==> src/rtl/pc_target_table.sv <==
`default_nettype none
// ============================================================================
// Module   : pc_target_table
// Brief    : Multi-bank branch-target table with registered lookup, write-
//            through bypass and a sequential per-bank clear engine.
// Revision : 1.0 - initial release
// ============================================================================
module pc_target_table #(
    parameter  int D     = 12,
    parameter  int A     = 5,
    parameter  int BANKS = 2,
    localparam int B     = (BANKS > 1) ? $clog2(BANKS) : 1
) (
    input  logic         Clk,
    input  logic         Reset,
    input  logic         rd_en,
    input  logic [B-1:0] bank_sel,
    input  logic [A-1:0] addr,
    output logic [D-1:0] target,
    output logic         rd_valid,
    output logic         hit,
    input  logic         wr_en,
    input  logic [B-1:0] wr_bank,
    input  logic [A-1:0] wr_addr,
    input  logic [D-1:0] wr_data,
    output logic         wr_err,
    input  logic         clr_req,
    input  logic [B-1:0] clr_bank,
    output logic         busy,
    output logic         clr_done
);

    localparam int           DEPTH    = 2**A;
    localparam logic [A-1:0] LAST_IDX = {A{1'b1}};

    typedef enum logic [0:0] {
        ST_IDLE  = 1'b0,
        ST_CLEAR = 1'b1
    } state_t;

    state_t         state_q, state_d;
    logic [B-1:0]   clr_bank_q, clr_bank_d;
    logic [A-1:0]   cnt_q, cnt_d;

    logic [D-1:0]     mem_q   [0:BANKS-1][0:DEPTH-1];
    logic [DEPTH-1:0] valid_q [0:BANKS-1];

    logic [D-1:0]   target_q;
    logic           rd_valid_q;
    logic           hit_q;
    logic           wr_err_q;

    logic           rd_bank_ok, wr_bank_ok, clr_bank_ok;
    logic           wr_blocked, wr_ok, wr_rej;
    logic           rd_hit_d;
    logic [D-1:0]   rd_data_d;

    // Bank indices can only exceed BANKS when BANKS is not a power of two.
    generate
        if (BANKS == 2**B) begin : g_pow2_banks
            assign rd_bank_ok  = 1'b1;
            assign wr_bank_ok  = 1'b1;
            assign clr_bank_ok = 1'b1;
        end else begin : g_npow2_banks
            assign rd_bank_ok  = (32'(bank_sel) < BANKS);
            assign wr_bank_ok  = (32'(wr_bank)  < BANKS);
            assign clr_bank_ok = (32'(clr_bank) < BANKS);
        end
    endgenerate

    always_comb begin
        state_d    = state_q;
        clr_bank_d = clr_bank_q;
        cnt_d      = cnt_q;
        busy       = 1'b0;
        clr_done   = 1'b0;
        case (state_q)
            ST_IDLE: begin
                if (clr_req && clr_bank_ok) begin
                    state_d    = ST_CLEAR;
                    clr_bank_d = clr_bank;
                    cnt_d      = '0;
                end
            end
            ST_CLEAR: begin
                busy  = 1'b1;
                cnt_d = cnt_q + 1'b1;
                if (cnt_q == LAST_IDX) begin
                    clr_done = 1'b1;
                    state_d  = ST_IDLE;
                end
            end
            default: state_d = ST_IDLE;
        endcase
    end

    // Index 0 is reserved: such writes vanish without raising an error.
    assign wr_blocked = (state_q == ST_CLEAR) && (wr_bank == clr_bank_q);
    assign wr_ok      = wr_en && wr_bank_ok && (wr_addr != '0) && !wr_blocked;
    assign wr_rej     = wr_en && (wr_addr != '0) && (!wr_bank_ok || wr_blocked);

    always_comb begin
        rd_hit_d  = 1'b0;
        rd_data_d = '0;
        if (wr_ok && (wr_bank == bank_sel) && (wr_addr == addr)) begin
            rd_hit_d  = 1'b1;
            rd_data_d = wr_data;
        end else if (rd_bank_ok && valid_q[bank_sel][addr]) begin
            rd_hit_d  = 1'b1;
            rd_data_d = mem_q[bank_sel][addr];
        end
    end

    always_ff @(posedge Clk) begin
        if (Reset) begin
            state_q    <= ST_IDLE;
            clr_bank_q <= '0;
            cnt_q      <= '0;
            target_q   <= '0;
            rd_valid_q <= 1'b0;
            hit_q      <= 1'b0;
            wr_err_q   <= 1'b0;
            for (int b = 0; b < BANKS; b++) begin
                valid_q[b] <= '0;
            end
        end else begin
            state_q    <= state_d;
            clr_bank_q <= clr_bank_d;
            cnt_q      <= cnt_d;
            rd_valid_q <= rd_en;
            hit_q      <= rd_en && rd_hit_d;
            target_q   <= rd_en ? rd_data_d : '0;
            wr_err_q   <= wr_rej;
            // Writes never target the bank under sweep, so these cannot collide.
            if (busy) begin
                valid_q[clr_bank_q][cnt_q] <= 1'b0;
            end
            if (wr_ok) begin
                valid_q[wr_bank][wr_addr] <= 1'b1;
            end
        end
    end

    always_ff @(posedge Clk) begin
        if (wr_ok) begin
            mem_q[wr_bank][wr_addr] <= wr_data;
        end
    end

    assign target   = target_q;
    assign rd_valid = rd_valid_q;
    assign hit      = hit_q;
    assign wr_err   = wr_err_q;

endmodule
`default_nettype wire

==> config.mk <==
export PLATFORM = sky130hd
export DESIGN_NAME = pc_target_table
export DESIGN_NICKNAME = d
export VERILOG_FILES = /design/src/rtl/pc_target_table.sv
export SDC_FILE = /design/constraint.sdc
export NUM_CORES = 1
export LEC_CHECK = 0
export BUFFER_PORTS_ARGS = -buffer_cell sky130_fd_sc_hd__buf_4
export CAP_MARGIN = 40
export CORE_ASPECT_RATIO = 0.8
export CORE_MARGIN = 4
export CORE_UTILIZATION = 30
export CTS_BUF_LIST = sky130_fd_sc_hd__clkbuf_8
export CTS_CLUSTER_DIAMETER = 50
export DETAILED_ROUTE_END_ITERATION = 16
export PLACE_DENSITY = 0.56
export SLEW_MARGIN = 20
export SYNTH_ARGS = -nofsm -noshare
export SYNTH_HDL_FRONTEND = slang
export SYNTH_SLANG_ARGS = --single-unit
==> constraint.sdc <==
create_clock -name Clk -period 2.6 [get_ports Clk]
set_clock_uncertainty 0.2 [all_clocks]
set_input_delay 0 -clock Clk [delete_from_list [all_inputs] [get_ports Clk]]
set_output_delay 0 -clock Clk [all_outputs]
set_load 0.005 [all_outputs]
Yosys cells after proc, flatten, opt, wreduce, memory -nomap -nowiden
Memory sizes are Yosys's and may differ from the RTL's.
Cells that the tools add are included.
{"block": "totals", "output_inout_bits": 17, "inputBits": 30, "n_memories": 2, "ram_bits": 832, "register_bits": 22, "elab_cells": 81}
{"name": "mem_q", "depth": 2, "width": 384, "read_ports": 1, "rd_ports_with_merged_regs": 0, "write_ports": 1, "line_no": "45", "text": "logic [D-1:0] mem_q [0:BANKS-1][0:DEPTH-1];"}
{"name": "valid_q", "depth": 2, "width": 32, "read_ports": 1, "rd_ports_with_merged_regs": 0, "write_ports": 2, "line_no": "46", "text": "logic [DEPTH-1:0] valid_q [0:BANKS-1];"}
{"block": "op_classes", "n_eq_ne": 5, "n_bitwise": 4, "addsub": 1, "n_mux": 38, "n_reduce_logical": 16, "order_cmp": 8}
{"operator": "384-bit 2-to-1 mux", "n": 1}
{"operator": "32-bit 2-to-1 mux", "n": 6}
{"operator": "32-bit OR reduction", "n": 2}
{"operator": "12-bit binary-select mux with 5-bit select", "n": 1}
{"operator": "12-bit demux with 5-bit select", "n": 1}
{"operator": "12-bit 2-to-1 mux", "n": 5}
{"operator": "5-bit by 6-bit < comparator with 1-bit output, second input constant", "n": 3}
{"operator": "1-bit 2-to-1 mux", "n": 18}
{"operator": "6-bit >= comparator, second input constant", "n": 2}
{"operator": "5-bit NOT with 6-bit output", "n": 2}
{"operator": "1-bit demux with 5-bit select", "n": 2}
{"operator": "5-bit by 1-bit >= comparator with 1-bit output, second input constant", "n": 2}
{"operator": "1-bit logical AND", "n": 10}
{"operator": "5-bit case mux with 2 select lines", "n": 1}
{"operator": "6-bit by 1-bit < comparator with 1-bit output, second input constant", "n": 1}
{"operator": "5-bit by 1-bit adder with 5-bit output, second input constant", "n": 1}
{"operator": "1-bit binary-select mux with 5-bit select", "n": 1}
{"operator": "5-bit equality test", "n": 1}
{"operator": "5-bit equality test, second input constant", "n": 1}
{"operator": "5-bit 2-to-1 mux", "n": 1}
{"operator": "5-bit nonzero test", "n": 1}
{"operator": "1-bit equality test", "n": 2}
{"operator": "2-bit inequality test, second input constant", "n": 1}
{"operator": "1-bit NOT", "n": 2}
{"operator": "other kinds (4)", "n": 4}

Longest topological paths before layout
{"block": "logic_depth", "ltp_word": 9, "ltp_mapped": 11, "ltp_nobuf": 7}

Least setup slack after synthesis
Ideal clock, no wire load.
{"block": "synth_path", "path_type": "flip-flop to flip-flop", "from": "register clr_bank_q", "to": "memory mem_q[0][120] (netlist bit) (enable)", "path_buffers": 2, "synth_period_minus_slack_ps": 2409, "arrival_time_ps": 1865, "setup_ps": 344, "slack_ps": 191, "required_ps": 2056, "stages_incl_launch_ff": 10, "cell_sequence": "dfxtp_1 > buf_2 > xnor2_1 > nand2_1 > and3_1 > clkbuf_1 > nand2_1 > nor3_1 > nand2_1 > inv_1"}
{"block": "synth_between", "elab_chain_len": 6}
{"item": "start, declared", "line_no": "42", "text": "logic [B-1:0] clr_bank_q, clr_bank_d;"}
{"item": "start signal, assigned", "line_no": "128", "text": "clr_bank_q <= clr_bank_d;"}
{"item": "1-bit equality test", "line_no": "98", "text": "assign wr_blocked = (state_q == ST_CLEAR) && (wr_bank == clr_bank_q);"}
{"item": "1-bit logical AND", "line_no": "98"}
{"item": "1-bit logical NOT", "line_no": "99", "text": "assign wr_ok = wr_en && wr_bank_ok && (wr_addr != '0) && !wr_blocked;"}
{"item": "1-bit logical AND", "line_no": "99"}
{"item": "1-bit 2-to-1 mux", "line_no": "145", "text": "if (wr_ok) begin"}
{"item": "384-bit 2-to-1 mux (not written as such)", "line_no": "146", "text": "mem_q[wr_bank][wr_addr] <= wr_data;"}
{"item": "end, declared", "line_no": "45"}
Every way passes these cells.

Final worst setup path
{"block": "layout_path", "from": "memory mem_q[1][224] (netlist bit)", "to": "register target_q[8], in the netlist target[8]"}
{"block": "layout_between", "elab_chain_len": 6}
{"item": "memory 2 x 384 bit"}
{"item": "12-bit binary-select mux with 5-bit select", "line_no": "110", "text": "rd_data_d = mem_q[bank_sel][addr];"}
{"item": "12-bit 2-to-1 mux (not written as such) (2 in series)", "line_no": "110"}
{"item": "12-bit 2-to-1 mux", "line_no": "108", "text": "end else if (rd_bank_ok && valid_q[bank_sel][addr]) begin"}
{"item": "12-bit 2-to-1 mux", "line_no": "105", "text": "if (wr_ok && (wr_bank == bank_sel) && (wr_addr == addr)) begin"}
{"item": "end signal, assigned", "line_no": "132", "text": "target_q <= rd_en ? rd_data_d : '0;"}
{"item": "end, declared", "line_no": "48", "text": "logic [D-1:0] target_q;"}
Every way passes these cells. The select of a mux whose other input is x is not followed.
A chain may end at the register's enable or synchronous reset.

==> Flow_metrics.wiki <==
{| class="wikitable"
! Metric !! Value
|-
| Result of the run || finished clean
|-
| Dominant register cell in the synthesized netlist || sky130_fd_sc_hd__edfxtp_1
|-
| Fraction of the yosys area taken by sequential cells || 0.741
|-
| Average instance area after synthesis || 18.4 sq um
|-
| Most frequent standard cell in the layout excluding fill and tap cells || sky130_fd_sc_hd__edfxtp_1
|-
| Area of the mapped netlist || 33400 sq um
|-
| Die Y || 307 um
|-
| Clock tree from TritonCTS || yes
|-
| Total of endpoints with negative setup slack in the final report || 0
|-
| Final core occ || 0.363
|-
| Share of total power in the clock network || 0.385
|-
| Pre-antenna DRT Iters || 5
|-
| Required time worst endpoint || 3.06 ns
|-
| Startpoint types || flop
|-
| Number of enable flip-flop cells after synthesis || between 700 and 800
|-
| Depth of the CTS H-tree || 4
|-
| Static power due to leakage || roughly 14 nW
|-
| Die footprint || 117000 sq um
|-
| Worst Path Arrival || approximately 3.0 ns
|-
| Fin crit period || 2.57 ns
|-
| Setup repair after global routing missed its margin || false
|-
| Number of vias in the routed layout || 18800
|-
| F_max || 389 MHz
|-
| Maximum clock insertion buffer count || 3
|-
| Measured slew at the worst slew-check pin || a little under 0.9 ns
|-
| Clock-pin slew reported for the worst setup and hold paths after clock tree synthesis || 0.06 ns
|-
| Power density over the cells || 681 nW/um^2
|-
| Mapped Cells || 1815
|-
| Kind of critical path || flop to flop
|-
| Core Box Area || around 110000 sq um
|-
| Highest-delay cell along the critical path || sky130_fd_sc_hd__mux4_2
|-
| Vias per cell || roughly 5.0
|-
| Element type at the critical path end || flop
|-
| Internal cell power || 21.1 mW
|-
| Number of rows created at floorplan || 109
|-
| Worst path max stage delay || 0.51 ns
|-
| Leading cell types in the layout, fill and taps excluded || sky130_fd_sc_hd__edfxtp_1 (768), sky130_fd_sc_hd__buf_4 (174), sky130_fd_sc_hd__mux4_2 (173)
|-
| Worst hold path class || input port to flop
|-
| Number of buffers inserted during clock tree synthesis || 134
|-
| Pins Over Slew Limit || 0
|-
| Number of hold-slack violations in the final timing report || 0
|-
| Maximum number of pins on one net before global-route repair || 66
|-
| Total Negative Setup Slacks || 0 ns
|-
| Number of synthesized register bits || 854
|-
| Gr usage total || 0.153
|-
| Insertion delay of the later-clocked pin in the worst-skew pair || 0.77 ns
|-
| Area of all placed cells without fillers || 40200 sq um
|-
| Number of warnings reported in the yosys synthesis log || 0
|-
| Post-Route WL || 90700 um
|-
| Maximum resistive drop on vdd || 0.385 mV
|-
| Worst Hold Margin || 0.0550 ns
|-
| Post-layout instance count excluding filler cells || 3731
|-
| Antenna violations before repair || 5
|-
| Fraction of power spent switching nets || 0.229
|-
| Post-route clock period utilization || 0.990
|-
| Growth of design area from synthesis to finish || 20.1%
|-
| Number of DRC violations after detailed-routing iteration 0 || 2076
|-
| Net switching power of the design || 6.26 mW
|-
| Fin nets || about 2200
|-
| Clock root buffer || sky130_fd_sc_hd__clkbuf_8
|-
| Max-cap viol count || 0
|-
| Combinational group share of total power || 0.063
|-
| Met2 global-route usage || 0.209
|-
| Congestion Overflow GR || 0
|-
| Unique masters post-synth || 55
|-
| Post-placement setup slack || -0.199 ns
|-
| GR Layer Usage met1 || 0.228
|-
| Clock Sinks || approximately 850
|-
| Detailed placer's ending HPWL || 56500 um
|-
| Setup repair bufs after CTS || 0
|-
| Total chip power || 27.4 mW
|-
| Vias in the first global route || 18900
|-
| Ratio of cells with drive above 1 in the final layout || 0.265
|-
| Post-route setup slack || 0.0263 ns
|-
| FFs w/ async S/R, synth || 0
|-
| Number of DRC violations after detailed routing || 0
|-
| Sequential Power Share || 0.551
|-
| Layer carrying the most global-route usage || met1
|-
| Top Ports || 47
|-
| Final Wtd Congestion || 0.922
|-
| Sum of buffers and inverters on the critical path || 1
|-
| Maximum fanout count along the critical path || 1
|-
| Placement Cell Area || 37100 sq um
|-
| CP top delay family || compound AO/OA/AOI/OAI gates
|-
| Ordered list of cells on the worst path || mux4_2 -> o211ai_1 -> nand3_1 -> o21ai_0 -> buf_4 -> a31oi_1 -> a32o_1
|-
| Worst rel slew slack || 0.422
|-
| Met3 demand-to-capacity share in global routing || 0.0524
|-
| DIE WIDTH || 381 um
|-
| Antenna Nets Post-Route || 0
|-
| First-pass GRT wire length || 131000 um
|-
| Number of buffers added on ports || between 40 and 50
|-
| Initial Util || 0.302
|-
| Inst Count DP || around 3400
|-
| Final routed wire length divided by cell count || roughly 24 um
|}
==> cell families (layout without fill, tap and decap cells) <==
family,count (synthesis),in the layout,synth area share
muxes,251,251,0.140
adders and majority gates,5,5,0.00187
xor gates and xnor gates,7,7,0.00183
and+or+nand+nor,219,219,0.0330
AOI/OAI and AO/OA,298,298,0.0574
DFF,854,854,0.741
other,1,27,0.000112
buffers and inverters,180,572,0.0248
==> path summary, 6_finish.rpt <==
path | startpoint | end | slack [ns] | depth (start not counted)
min reg2reg | valid_q[1][0] | valid_q[1][0] | 0.28 | 1
min | wr_data[7] | mem_q[1][223] | 0.06 | 2
max reg2reg | mem_q[1][224] | target[8] | 0.03 | 7
max | mem_q[1][224] | target[8] | 0.03 | 7
==> registers in the layout, summed over array words and instances (netlist names) <==
register and count:
rd_valid 1, cnt_q 5, clr_bank_q 1, hit 1, mem_q 768, wr_err 1, state_q 1, target 12
valid_q 64
==> routing by layer <==
| layer | vias up | share of wire |
|---|---|---|
| met5 | - | 0 |
| met4 | 0 | 0.020 |
| met3 | 105 | 0.099 |
| met2 | 824 | 0.42 |
| met1 | 9860 | 0.46 |
| li1 | 7972 | - |
==> area by class of cell <==
class / count / area (sq um)
clock buffer: 153 / 2110
tap: 1498 / 1870
antenna: 3 / 7.51
fill: 10300 / 70400
sequential: 854 / 24800
inverter: 65 / 244
multi-input combinational: 804 / 7980
timing repair buffer: 273 / 2830
clock inverter: 81 / 353
==> power by group through the flow <==
stage | logic [mW] | clock network, mW | registers (mW)
after floorplan | 0.810 | 0 | 15.4
after global placement | 1.62 | 0 | 15.4
after detailed placement | 1.64 | 0 | 15.4
after CTS | 1.70 | 10.8 | 15.1
after global routing | 1.83 | 11.5 | 15.1
final | 1.73 | 10.5 | 15.1
==> what timing repair did <==
item,4_1_cts,5_1_grt
gates resized for setup,0,15
hold buffers,44,0
hold endpoints to repair,1574,0
setup endpoints to repair,0,38
==> cell usage after synthesis (12+ instances only) <==
cell type | number | share of area
sky130_fd_sc_hd__o21ai_0 | 80 | 0.012
sky130_fd_sc_hd__nand3_1 | 32 | 0.0048
sky130_fd_sc_hd__edfxtp_1 | 768 | 0.69
sky130_fd_sc_hd__a21oi_1 | 69 | 0.010
sky130_fd_sc_hd__clkbuf_1 | 55 | 0.0062
sky130_fd_sc_hd__nor2b_1 | 16 | 0.0030
sky130_fd_sc_hd__buf_2 | 24 | 0.0036
sky130_fd_sc_hd__nand2_1 | 85 | 0.0095
sky130_fd_sc_hd__buf_4 | 14 | 0.0031
sky130_fd_sc_hd__o211ai_1 | 14 | 0.0031
sky130_fd_sc_hd__a22oi_1 | 69 | 0.015
sky130_fd_sc_hd__a31oi_1 | 12 | 0.0022
sky130_fd_sc_hd__mux4_2 | 173 | 0.12
sky130_fd_sc_hd__o22ai_1 | 16 | 0.0030
sky130_fd_sc_hd__mux2i_1 | 78 | 0.023
sky130_fd_sc_hd__a32o_1 | 12 | 0.0036
sky130_fd_sc_hd__nor2_1 | 26 | 0.0029
sky130_fd_sc_hd__dfxtp_1 | 86 | 0.051
sky130_fd_sc_hd__inv_1 | 65 | 0.0073
Power figures use the tool's default switching activity.
